File: src/rtl/mult_pkg.sv
// Shared types for the sequential Booth multiplier.
//   state_t   : control FSM states (IDLE / RUN / DONE)
//   pp_sel_t  : partial-product select code, also the select input of the
//               downstream 4:1 mux bank (0, M, 2M; 2'b11 is never produced)
package mult_pkg;

    typedef enum logic [1:0] {
        IDLE = 2'b00,
        RUN  = 2'b01,
        DONE = 2'b10
    } state_t;

    typedef enum logic [1:0] {
        PP_ZERO = 2'b00,
        PP_M    = 2'b01,
        PP_2M   = 2'b10
    } pp_sel_t;

endpackage

File: src/rtl/booth_mult_seq_if.sv
// Handshake/data bundle of the Booth multiplier.
//   Start, Signed, MultA, MultB : request side (driven by master)
//   Busy, Done, Product         : status/result (driven by slave)
//   PpSel, PpNeg                : partial-product select for the external mux bank
interface booth_mult_seq_if #(
    parameter int WIDTH = 32
);
    logic                   Start;
    logic                   Signed;
    logic [WIDTH-1:0]       MultA;
    logic [WIDTH-1:0]       MultB;
    logic                   Busy;
    logic                   Done;
    logic [2*WIDTH-1:0]     Product;
    logic [1:0]             PpSel;
    logic                   PpNeg;

    modport master (
        output Start, Signed, MultA, MultB,
        input  Busy, Done, Product, PpSel, PpNeg
    );

    modport slave (
        input  Start, Signed, MultA, MultB,
        output Busy, Done, Product, PpSel, PpNeg
    );
endinterface

File: src/rtl/booth_recode.sv
// Radix-4 Booth recoder, purely combinational.
//   triplet : {q[2i+1], q[2i], q[2i-1]}
//   pp_sel  : PP_ZERO / PP_M / PP_2M
//   pp_neg  : negate the selected multiple (always 0 with PP_ZERO)
module booth_recode
    import mult_pkg::*;
(
    input  logic [2:0] triplet,
    output pp_sel_t    pp_sel,
    output logic       pp_neg
);
    always_comb begin
        pp_sel = PP_ZERO;
        pp_neg = 1'b0;
        case (triplet)
            3'b001, 3'b010: begin pp_sel = PP_M;  pp_neg = 1'b0; end
            3'b011:         begin pp_sel = PP_2M; pp_neg = 1'b0; end
            3'b100:         begin pp_sel = PP_2M; pp_neg = 1'b1; end
            3'b101, 3'b110: begin pp_sel = PP_M;  pp_neg = 1'b1; end
            default:        begin pp_sel = PP_ZERO; pp_neg = 1'b0; end
        endcase
    end
endmodule

File: src/rtl/booth_mult_seq.sv
// Sequential radix-4 Booth multiplier (MULT/MULTU control + accumulate).
// Retires two multiplier bits per cycle; WIDTH/2+1 RUN cycles, then one DONE
// cycle with Done pulsed and Product updated.
//   Clk   : rising-edge clock
//   Reset : synchronous, active-high
//   bus   : booth_mult_seq_if.slave (Start/Signed/MultA/MultB in,
//           Busy/Done/Product/PpSel/PpNeg out)
// Optional: define MULT_ZERO_BYPASS_EN to skip RUN when either operand is
// zero at acceptance (Product=0, Done the cycle after the accepting edge).
module booth_mult_seq
    import mult_pkg::*;
#(
    parameter int WIDTH = 32
) (
    input  logic              Clk,
    input  logic              Reset,
    booth_mult_seq_if.slave   bus
);
    localparam int E     = WIDTH + 2;        // extended operand width
    localparam int N     = WIDTH / 2 + 1;    // iterations
    localparam int AW    = E + 2;            // accumulator upper half, holds +/-2M
    localparam int CNT_W = $clog2(N);

    state_t               state_q, state_d;
    logic [CNT_W-1:0]     cnt_q, cnt_d;
    logic [AW-1:0]        acc_q, acc_d;
    logic [E-1:0]         q_q, q_d;
    logic                 qm1_q, qm1_d;
    logic [E-1:0]         m_q, m_d;
    logic [2*WIDTH-1:0]   product_q, product_d;
    logic                 done_q, done_d;

    pp_sel_t              sel_raw;
    logic                 neg_raw;
    logic [AW-1:0]        pp_mag, pp, sum, acc_sh;
    logic [E-1:0]         q_sh;

    booth_recode u_recode (
        .triplet ({q_q[1], q_q[0], qm1_q}),
        .pp_sel  (sel_raw),
        .pp_neg  (neg_raw)
    );

    // Add the selected multiple to the upper half, then shift {acc, q}
    // right by 2 arithmetically; the retired multiplier bits make room for
    // the low product bits falling out of the accumulator.
    always_comb begin
        pp_mag = '0;
        case (sel_raw)
            PP_M:    pp_mag = {{2{m_q[E-1]}}, m_q};
            PP_2M:   pp_mag = {m_q[E-1], m_q, 1'b0};
            default: pp_mag = '0;
        endcase
        pp     = neg_raw ? (~pp_mag + AW'(1)) : pp_mag;
        sum    = acc_q + pp;
        acc_sh = {{2{sum[AW-1]}}, sum[AW-1:2]};
        q_sh   = {sum[1:0], q_q[E-1:2]};
    end

    always_comb begin
        state_d   = state_q;
        cnt_d     = cnt_q;
        acc_d     = acc_q;
        q_d       = q_q;
        qm1_d     = qm1_q;
        m_d       = m_q;
        product_d = product_q;
        done_d    = 1'b0;
        case (state_q)
            IDLE: begin
                if (bus.Start) begin
                    m_d     = {{2{bus.MultA[WIDTH-1] & bus.Signed}}, bus.MultA};
                    q_d     = {{2{bus.MultB[WIDTH-1] & bus.Signed}}, bus.MultB};
                    qm1_d   = 1'b0;
                    acc_d   = '0;
                    cnt_d   = '0;
                    state_d = RUN;
`ifdef MULT_ZERO_BYPASS_EN
                    if (bus.MultA == '0 || bus.MultB == '0) begin
                        // q stays 0, so PpSel reads 00 even if RUN logic is probed
                        q_d       = '0;
                        state_d   = DONE;
                        product_d = '0;
                        done_d    = 1'b1;
                    end
`endif
                end
            end
            RUN: begin
                acc_d = acc_sh;
                q_d   = q_sh;
                qm1_d = q_q[1];
                cnt_d = cnt_q + CNT_W'(1);
                if (cnt_q == CNT_W'(N - 1)) begin
                    state_d   = DONE;
                    done_d    = 1'b1;
                    product_d = {acc_sh[WIDTH-3:0], q_sh};
                end
            end
            DONE: begin
                state_d = IDLE;
            end
            default: begin
                state_d = IDLE;
            end
        endcase
    end

    always_ff @(posedge Clk) begin
        if (Reset) begin
            state_q   <= IDLE;
            cnt_q     <= '0;
            acc_q     <= '0;
            q_q       <= '0;
            qm1_q     <= 1'b0;
            m_q       <= '0;
            product_q <= '0;
            done_q    <= 1'b0;
        end else begin
            state_q   <= state_d;
            cnt_q     <= cnt_d;
            acc_q     <= acc_d;
            q_q       <= q_d;
            qm1_q     <= qm1_d;
            m_q       <= m_d;
            product_q <= product_d;
            done_q    <= done_d;
        end
    end

    assign bus.Busy    = (state_q != IDLE);
    assign bus.Done    = done_q;
    assign bus.Product = product_q;
    // Select code is only meaningful while iterating
    assign bus.PpSel   = (state_q == RUN) ? sel_raw : PP_ZERO;
    assign bus.PpNeg   = (state_q == RUN) ? neg_raw : 1'b0;
endmodule

File: src/flat_wrapper.sv
// flat-port wrapper written by rule: the top's interface ports become plain ports
module booth_mult_seq_flat import mult_pkg::*;
#(
    parameter int WIDTH = 32
)
  (Clk, Reset, bus_Start, bus_Signed, bus_MultA, bus_MultB, bus_Busy, bus_Done, bus_Product, bus_PpSel, bus_PpNeg);
  booth_mult_seq_if #(.WIDTH(WIDTH)) bus_i ();
  input  logic Clk;
  input  logic Reset;
  input wire logic [$bits(bus_i.Start)-1:0] bus_Start;
  input wire logic [$bits(bus_i.Signed)-1:0] bus_Signed;
  input wire logic [$bits(bus_i.MultA)-1:0] bus_MultA;
  input wire logic [$bits(bus_i.MultB)-1:0] bus_MultB;
  output wire logic [$bits(bus_i.Busy)-1:0] bus_Busy;
  output wire logic [$bits(bus_i.Done)-1:0] bus_Done;
  output wire logic [$bits(bus_i.Product)-1:0] bus_Product;
  output wire logic [$bits(bus_i.PpSel)-1:0] bus_PpSel;
  output wire logic [$bits(bus_i.PpNeg)-1:0] bus_PpNeg;
  assign bus_i.Start = bus_Start;
  assign bus_i.Signed = bus_Signed;
  assign bus_i.MultA = bus_MultA;
  assign bus_i.MultB = bus_MultB;
  assign bus_Busy = bus_i.Busy;
  assign bus_Done = bus_i.Done;
  assign bus_Product = bus_i.Product;
  assign bus_PpSel = bus_i.PpSel;
  assign bus_PpNeg = bus_i.PpNeg;
  booth_mult_seq #(.WIDTH(WIDTH)) u_core (.Clk(Clk), .Reset(Reset), .bus(bus_i));
endmodule
File: config.mk
export PLATFORM = sky130hd
export DESIGN_NAME = booth_mult_seq_flat
export DESIGN_NICKNAME = d
export VERILOG_FILES = /design/src/rtl/mult_pkg.sv /design/src/rtl/booth_mult_seq_if.sv /design/src/rtl/booth_recode.sv /design/src/rtl/booth_mult_seq.sv /design/src/flat_wrapper.sv
export SDC_FILE = /design/constraint.sdc
export NUM_CORES = 1
export LEC_CHECK = 0
export CORE_ASPECT_RATIO = 1.5
export CORE_UTILIZATION = 50
export CTS_CLUSTER_DIAMETER = 50
export DETAILED_ROUTE_END_ITERATION = 8
export PLACE_DENSITY = 0.8
export SKIP_LAST_GASP = 1
export SLEW_MARGIN = 25
export SYNTH_ARGS = -nofsm -noshare
export SYNTH_HDL_FRONTEND = slang
export SYNTH_SLANG_ARGS = --single-unit
export TNS_END_PERCENT = 30
File: constraint.sdc
create_clock -name Clk -period 5.35 [get_ports Clk]
set_clock_uncertainty 0.1 [all_clocks]
set_input_delay 0.535 -clock Clk [delete_from_list [all_inputs] [get_ports Clk]]
set_output_delay 0.535 -clock Clk [all_outputs]
set_load 0.01 [all_outputs]
Word-level counts from Yosys, hierarchy flattened:

Cells that the tools add are included.

* register bits after elaboration: 176
* bits of input ports: 68
* output and inout bits: 69
* word-level logic and storage cells: 56

* add/subtract/negate cells: 3
* eq/ne operators: 12
* mux-type cells: 18
* bitwise operators: 4
* reduce and logical (&&, ||, !) cells: 11

Operators with widths (number)
* 36-bit one-hot mux with 2 select lines: 2
* 36-bit 2-to-1 mux: 2
* 34-bit one-hot mux with 2 select lines: 1
* 36-bit by 1-bit adder with 36-bit output, second input constant: 1
* 36-bit adder: 1
* 36-bit NOT: 1
* 34-bit 2-to-1 mux: 1
* 5-bit one-hot mux with 2 select lines: 1
* 3-bit equality test, second input constant: 3
* 2-bit one-hot mux with 2 select lines: 2
* 2-bit AND reduction: 4
* 3-bit by 2-bit equality test with 1-bit output, second input constant: 2
* 2-bit 2-to-1 mux: 3
* 5-bit by 1-bit adder with 5-bit output, second input constant: 1
* 5-bit equality test, second input constant: 1
* 5-bit 2-to-1 mux: 1
* 2-bit by 1-bit equality test with 1-bit output, second input constant: 2
* 1-bit 2-to-1 mux: 4
* 2-bit nonzero test: 2
* 2-bit OR reduction: 2
* 4-bit OR reduction: 1
* 3-bit by 1-bit equality test with 1-bit output, second input constant: 1
* 3-bit OR reduction: 1
* 1-bit bitwise AND: 2
* other kinds (6): 6

Logic depth before layout (Yosys ltp):

* depth after elaboration: 10
* gate-level depth with buffers: 30
* depth with buffers taken out: 26

By module:

From an unflattened synthesis, not the netlist that was laid out.

* cell total of the unflattened synthesis: 1271
* area total of the unflattened synthesis: 9454.1 um^2

By module, submodules not included
* booth_mult_seq: times used 1, cells an instance 1266, area an instance 9422.8 um^2, sequential area each 3483.3 um^2
* booth_recode: times used 1, cells an instance 5, area an instance 31.3 um^2, sequential area each 0.0 um^2

Least setup slack after synthesis:

Ideal clock, no wire load.

* path kind: register to register
* start point: register u_core.q_q[0]
* end point: register u_core.acc_q[31]
* setup time: 117 ps
* data arrival time: 5312 ps
* data required time: 5133 ps
* path slack: -179 ps
* cell stages (with the launch flop): 31
* path buffers: 5
* period minus slack after synthesis: 5529 ps
* path through: dfxtp_1 -> nand2_1 -> nor2_1 -> a21oi_1 -> inv_1 -> ha_1 -> buf_2 -> buf_2 -> buf_2 -> buf_1 -> a22o_1 -> nand2_1 -> ha_1 -> o21ai_0 -> nor3_1 -> nor3b_2 -> o21ai_1 -> o31ai_1 -> xnor2_1 -> ha_1 -> clkbuf_1 -> a21oi_1 -> o21a_1 -> nor2_1 -> or4_1 -> a21o_1 -> a31oi_1 -> o21bai_1 -> o21bai_1 -> xor2_1 -> a22o_1

* cells in the longest elaborated chain, start to end: 10
* elaborated cells between the ends (all ways): 19
* classes of those cells: add/sub (2); eq/ne (8); mux (5); bitwise (1); reduce/logical (3)

RTL lines
* from (decl): line booth_mult_seq.sv:27 `logic [E-1:0] q_q, q_d;`
* from (signal assigned): line booth_mult_seq.sv:123 `q_q <= q_d;`
* 3-bit equality test (tied with other cells): line booth_recode.sv:15 `case (triplet)`
* 4-bit OR reduction (no line) or 2-bit OR reduction (tied branches)
* 2-bit one-hot mux with 2 select lines: line booth_recode.sv:15
* 2-bit equality test or 2-bit by 1-bit equality test with 1-bit output (tied branches): line booth_mult_seq.sv:49 `case (sel_raw)`
* 36-bit one-hot mux with 2 select lines: line booth_mult_seq.sv:49
* 36-bit NOT: line booth_mult_seq.sv:54 `pp = neg_raw ? (~pp_mag + AW'(1)) : pp_mag;`
* 36-bit by 1-bit adder with 36-bit output: line booth_mult_seq.sv:54
* 36-bit 2-to-1 mux (*): line booth_mult_seq.sv:54
* 36-bit adder (*): line booth_mult_seq.sv:55 `sum = acc_q + pp;`
* 36-bit one-hot mux with 2 select lines (*): line booth_mult_seq.sv:69 `case (state_q)`
* to (signal assigned): line booth_mult_seq.sv:113 `acc_q <= '0;`
* to (signal assigned): line booth_mult_seq.sv:122 `acc_q <= acc_d;`
* to (decl): line booth_mult_seq.sv:26 `logic [AW-1:0] acc_q, acc_d;`

Every way passes the cells marked *; elsewhere a longest branch is shown, timed or not.
A chain may end at the register's enable or synchronous reset.

Worst setup path in the final report:

* start point: register u_core.q_q[0]
* end point: register u_core.acc_q[32]

Same word-level chain as after synthesis.

==> flow_metrics.env <==
export IMPL_outcome="complete, no violations"
export IMPL_cts_buffers_inserted=17
export IMPL_maxSlewViolCount=0
export IMPL_multi_input_area_mm2=0.005492
export IMPL_nets=1458
export IMPL_ys_ff_latch=174
export IMPL_post_dp_hpwl_um=17970
export IMPL_ctsHoldBuffers=0
export IMPL_arrival_ns=5.42
export IMPL_fin_crit_ns=5.175
export IMPL_worst_pin_slew_ns=0.9822
export IMPL_worstSetupPathType="flop to flop"
export IMPL_crit_chain="nand2_1 -> nor2_1 -> a21oi_2 -> inv_1 -> ha_2 -> buf_12 -> o21ai_1 -> a41oi_2 -> or4_4 -> nor2_4 -> nand2_1 -> o31ai_2 -> xnor2_1 -> ha_2 -> a21oi_2 -> nand2_1 -> a211oi_1 -> o211ai_1 -> a31oi_1 -> o21bai_1 -> a221o_1 -> a221oi_2 -> xnor2_1 -> a22o_1"
export IMPL_hold_ws_ns=0.3537
export IMPL_grt_overflow=0
export IMPL_fp_coreArea_mm2=0.01802
export IMPL_rows=60
export IMPL_diodes=0
export IMPL_final_fill_count=1563
export IMPL_p_leak_uw=0.004371
export IMPL_max_cap_violations=0
export IMPL_hp_class="flop to flop"
export IMPL_cp_common_cell="nand2_1"
export IMPL_synth_edf_count=0
export IMPL_vias_per_cell=5.789
export IMPL_drive_gt1_share_pct=7.494
export IMPL_cts_sinks=174
export IMPL_die_height_um=168.2
export IMPL_grt_util_all_layers_pct=27.52
export IMPL_endpoint_kind="flop"
export IMPL_relSlewSlack_pct=34.52
export IMPL_antenna_found_initial=0
export IMPL_clockBufferDepth=2
export IMPL_layout_common_cells="280 x nand2_1, 171 x dfxtp_1, 160 x a21oi_1, 151 x nor2_1, 135 x clkdlybuf4s50_1"
export IMPL_setup_viol=0
export IMPL_hold_viol_final=0
export IMPL_io_pins=137
export IMPL_start_util_pct=51.10
export IMPL_htreeDepth=4
export IMPL_cp_buffers_inverters=2
export IMPL_synth_top_area_share_pct=37.83
export IMPL_clk_pin_slew_ns=0.07
export IMPL_cp_required_ns=5.59
export IMPL_ys_seq_area_share_pct=37.83
export IMPL_cellPowerDensity_mw_per_mm2=287.2
export IMPL_cpLargestDelayFamily="compound AO/OA/AOI/OAI gates"
export IMPL_ir_drop_v=0.0002135
export IMPL_layout_commonest_cell="nand2_1"
export IMPL_synthFlopType="dfxtp_1"
export IMPL_critPathMaxFanout=38
export IMPL_dr_pass1_iters=5
export IMPL_synthCells=1250
export IMPL_startpoint_type="flop"
export IMPL_area_delta_synth_final_pct=24.96
export IMPL_io_buffers=136
export IMPL_fin_util_pct=63.86
export IMPL_grt_pass1_vias=8930
export IMPL_grt_max_degree=91
export IMPL_cts_tree="yes"
export IMPL_ant_nets=0
export IMPL_cpPeakStageDelay_ns=0.53
export IMPL_synth_area_leader_cell="dfxtp_1"
export IMPL_gp_congestion=0.9681
export IMPL_yosysWarningCount=0
export IMPL_drcViolationCount=0
export IMPL_wl_per_cell_um=16.39
export IMPL_worstSkewPairLatency_ns=0.44
export IMPL_yosysUniqueCellTypes=47
export IMPL_rsz0062_at_grt="yes"
export IMPL_pre_cts_slack_ns=-0.06145
export IMPL_fmax_ghz=0.1932
export IMPL_die_area_mm2=0.01897
export IMPL_root_buffer="clkbuf_16"
export IMPL_syn_area_per_cell_um2=7.366
export IMPL_vias=9135
export IMPL_die_x_um=112.8
export IMPL_fin_tns_setup_ns=0
export IMPL_register_area_mm2=0.003487
export IMPL_fin_crit_sh_pct=96.74
export IMPL_synth_net_count=1360
export IMPL_setup_slack_ns=0.1746
export IMPL_syn_area_mm2=0.009208
export IMPL_async_flop_share_pct=0
export IMPL_power_total_uw=3304
export IMPL_synth_area_leaders="dfxtp_1 38%, nand2_1 11%, a21oi_1 9.0%"
export IMPL_drt_initial_drc_count=542
export IMPL_drt_total_wl_um=25870
export IMPL_grt_pass1_wl_um=41710
export IMPL_crit_slowest_cell="or4_4"
==> Yosys cell counts, drive strengths merged, types with 21 or more instances <==
master and number:
dfxtp 174, clkbuf 67, nand2 281, nand3 30, a21oi 166, nor2 154
o21ai 42, xor2 21, ha 41, nor4 32, xnor2 45
==> worst register-to-register path: stages, from the launching register on <==
cell and delay [ns]:
dfxtp_2 0.35, nand2_1 0.10, nor2_1 0.05, a21oi_2 0.16, inv_1 0.06, ha_2 0.21, buf_12 0.18, o21ai_1 0.25
a41oi_2 0.18, or4_4 0.53, nor2_4 0.13, nand2_1 0.09, o31ai_2 0.27, xnor2_1 0.15, ha_2 0.33, a21oi_2 0.19
nand2_1 0.07, a211oi_1 0.21, o211ai_1 0.14, a31oi_1 0.27, o21bai_1 0.15, a221o_1 0.40, a221oi_2 0.26, xnor2_1 0.10
a22o_1 0.17
==> cell families after synthesis <==
group | synth area share, %
mux | 0.1087
flops | 37.83
compound gates | 20.99
fa+ha+maj | 5.789
xor+xnor | 6.278
buf+inv | 4.158
simple gates | 24.84
==> final timing paths <==
| kind | cells after the start | slack [ns] | from | to |
|---|---|---|---|---|
| min | 2 | 0.35 | u_core.bus.Product[61]$_SDFFE_PP0P_ | u_core.bus.Product[61]$_SDFFE_PP0P_ |
| min reg2reg | 2 | 0.35 | u_core.bus.Product[61]$_SDFFE_PP0P_ | u_core.bus.Product[61]$_SDFFE_PP0P_ |
| max | 24 | 0.17 | u_core.q_q[0]$_SDFFE_PP0P_ | u_core.acc_q[32]$_SDFFE_PP0P_ |
| max reg2reg | 24 | 0.17 | u_core.q_q[0]$_SDFFE_PP0P_ | u_core.acc_q[32]$_SDFFE_PP0P_ |
==> registers in the layout, summed over array words and instances (netlist names) <==
| name | flops |
|---|---|
| u_core.cnt_q | 5 |
| u_core.qm1_q | 1 |
| u_core.bus.Done | 1 |
| u_core.state_q | 2 |
| u_core.bus.Product | 64 |
| u_core.q_q | 34 |
| u_core.m_q | 33 |
| u_core.acc_q | 34 |
==> layout make-up <==
type / count / area share, %
clock buffer: 19 / 3.850
tap: 217 / 2.360
sequential: 174 / 30.31
timing repair buffer: 161 / 13.77
multi-input combinational: 977 / 47.73
inverter: 17 / 0.5546
clock inverter: 13 / 1.435
==> report_power, final <==
part,internal (µW),switching [µW]
clock network,723,588
logic,234,365
registers,1350,48.0
==> metal layers <==
layer  up-vias  share of wire [%]  GRT usage [%]
met4         0                4.6          16.06
met2       266                 53          51.34
li1       4492                  -              -
met5         -                  0              0
met1      4288                 38          28.74
met3        89                4.1          4.464
==> through the flow <==
step / instance area [µm²] / cells
floorplan: 9216 / 1250
global placement: 10740 / 1542
detailed placement: 10740 / 1542
CTS: 11360 / 1574
global route: 11510 / 1578
finish: 11510 / 1578
==> what timing repair did <==
action                     CTS  global route
pin swaps                    0             8
gates resized for setup      4            37
setup endpoints to repair    5            23
buffers inserted             0             4
Power figures use the tool's default switching activity.
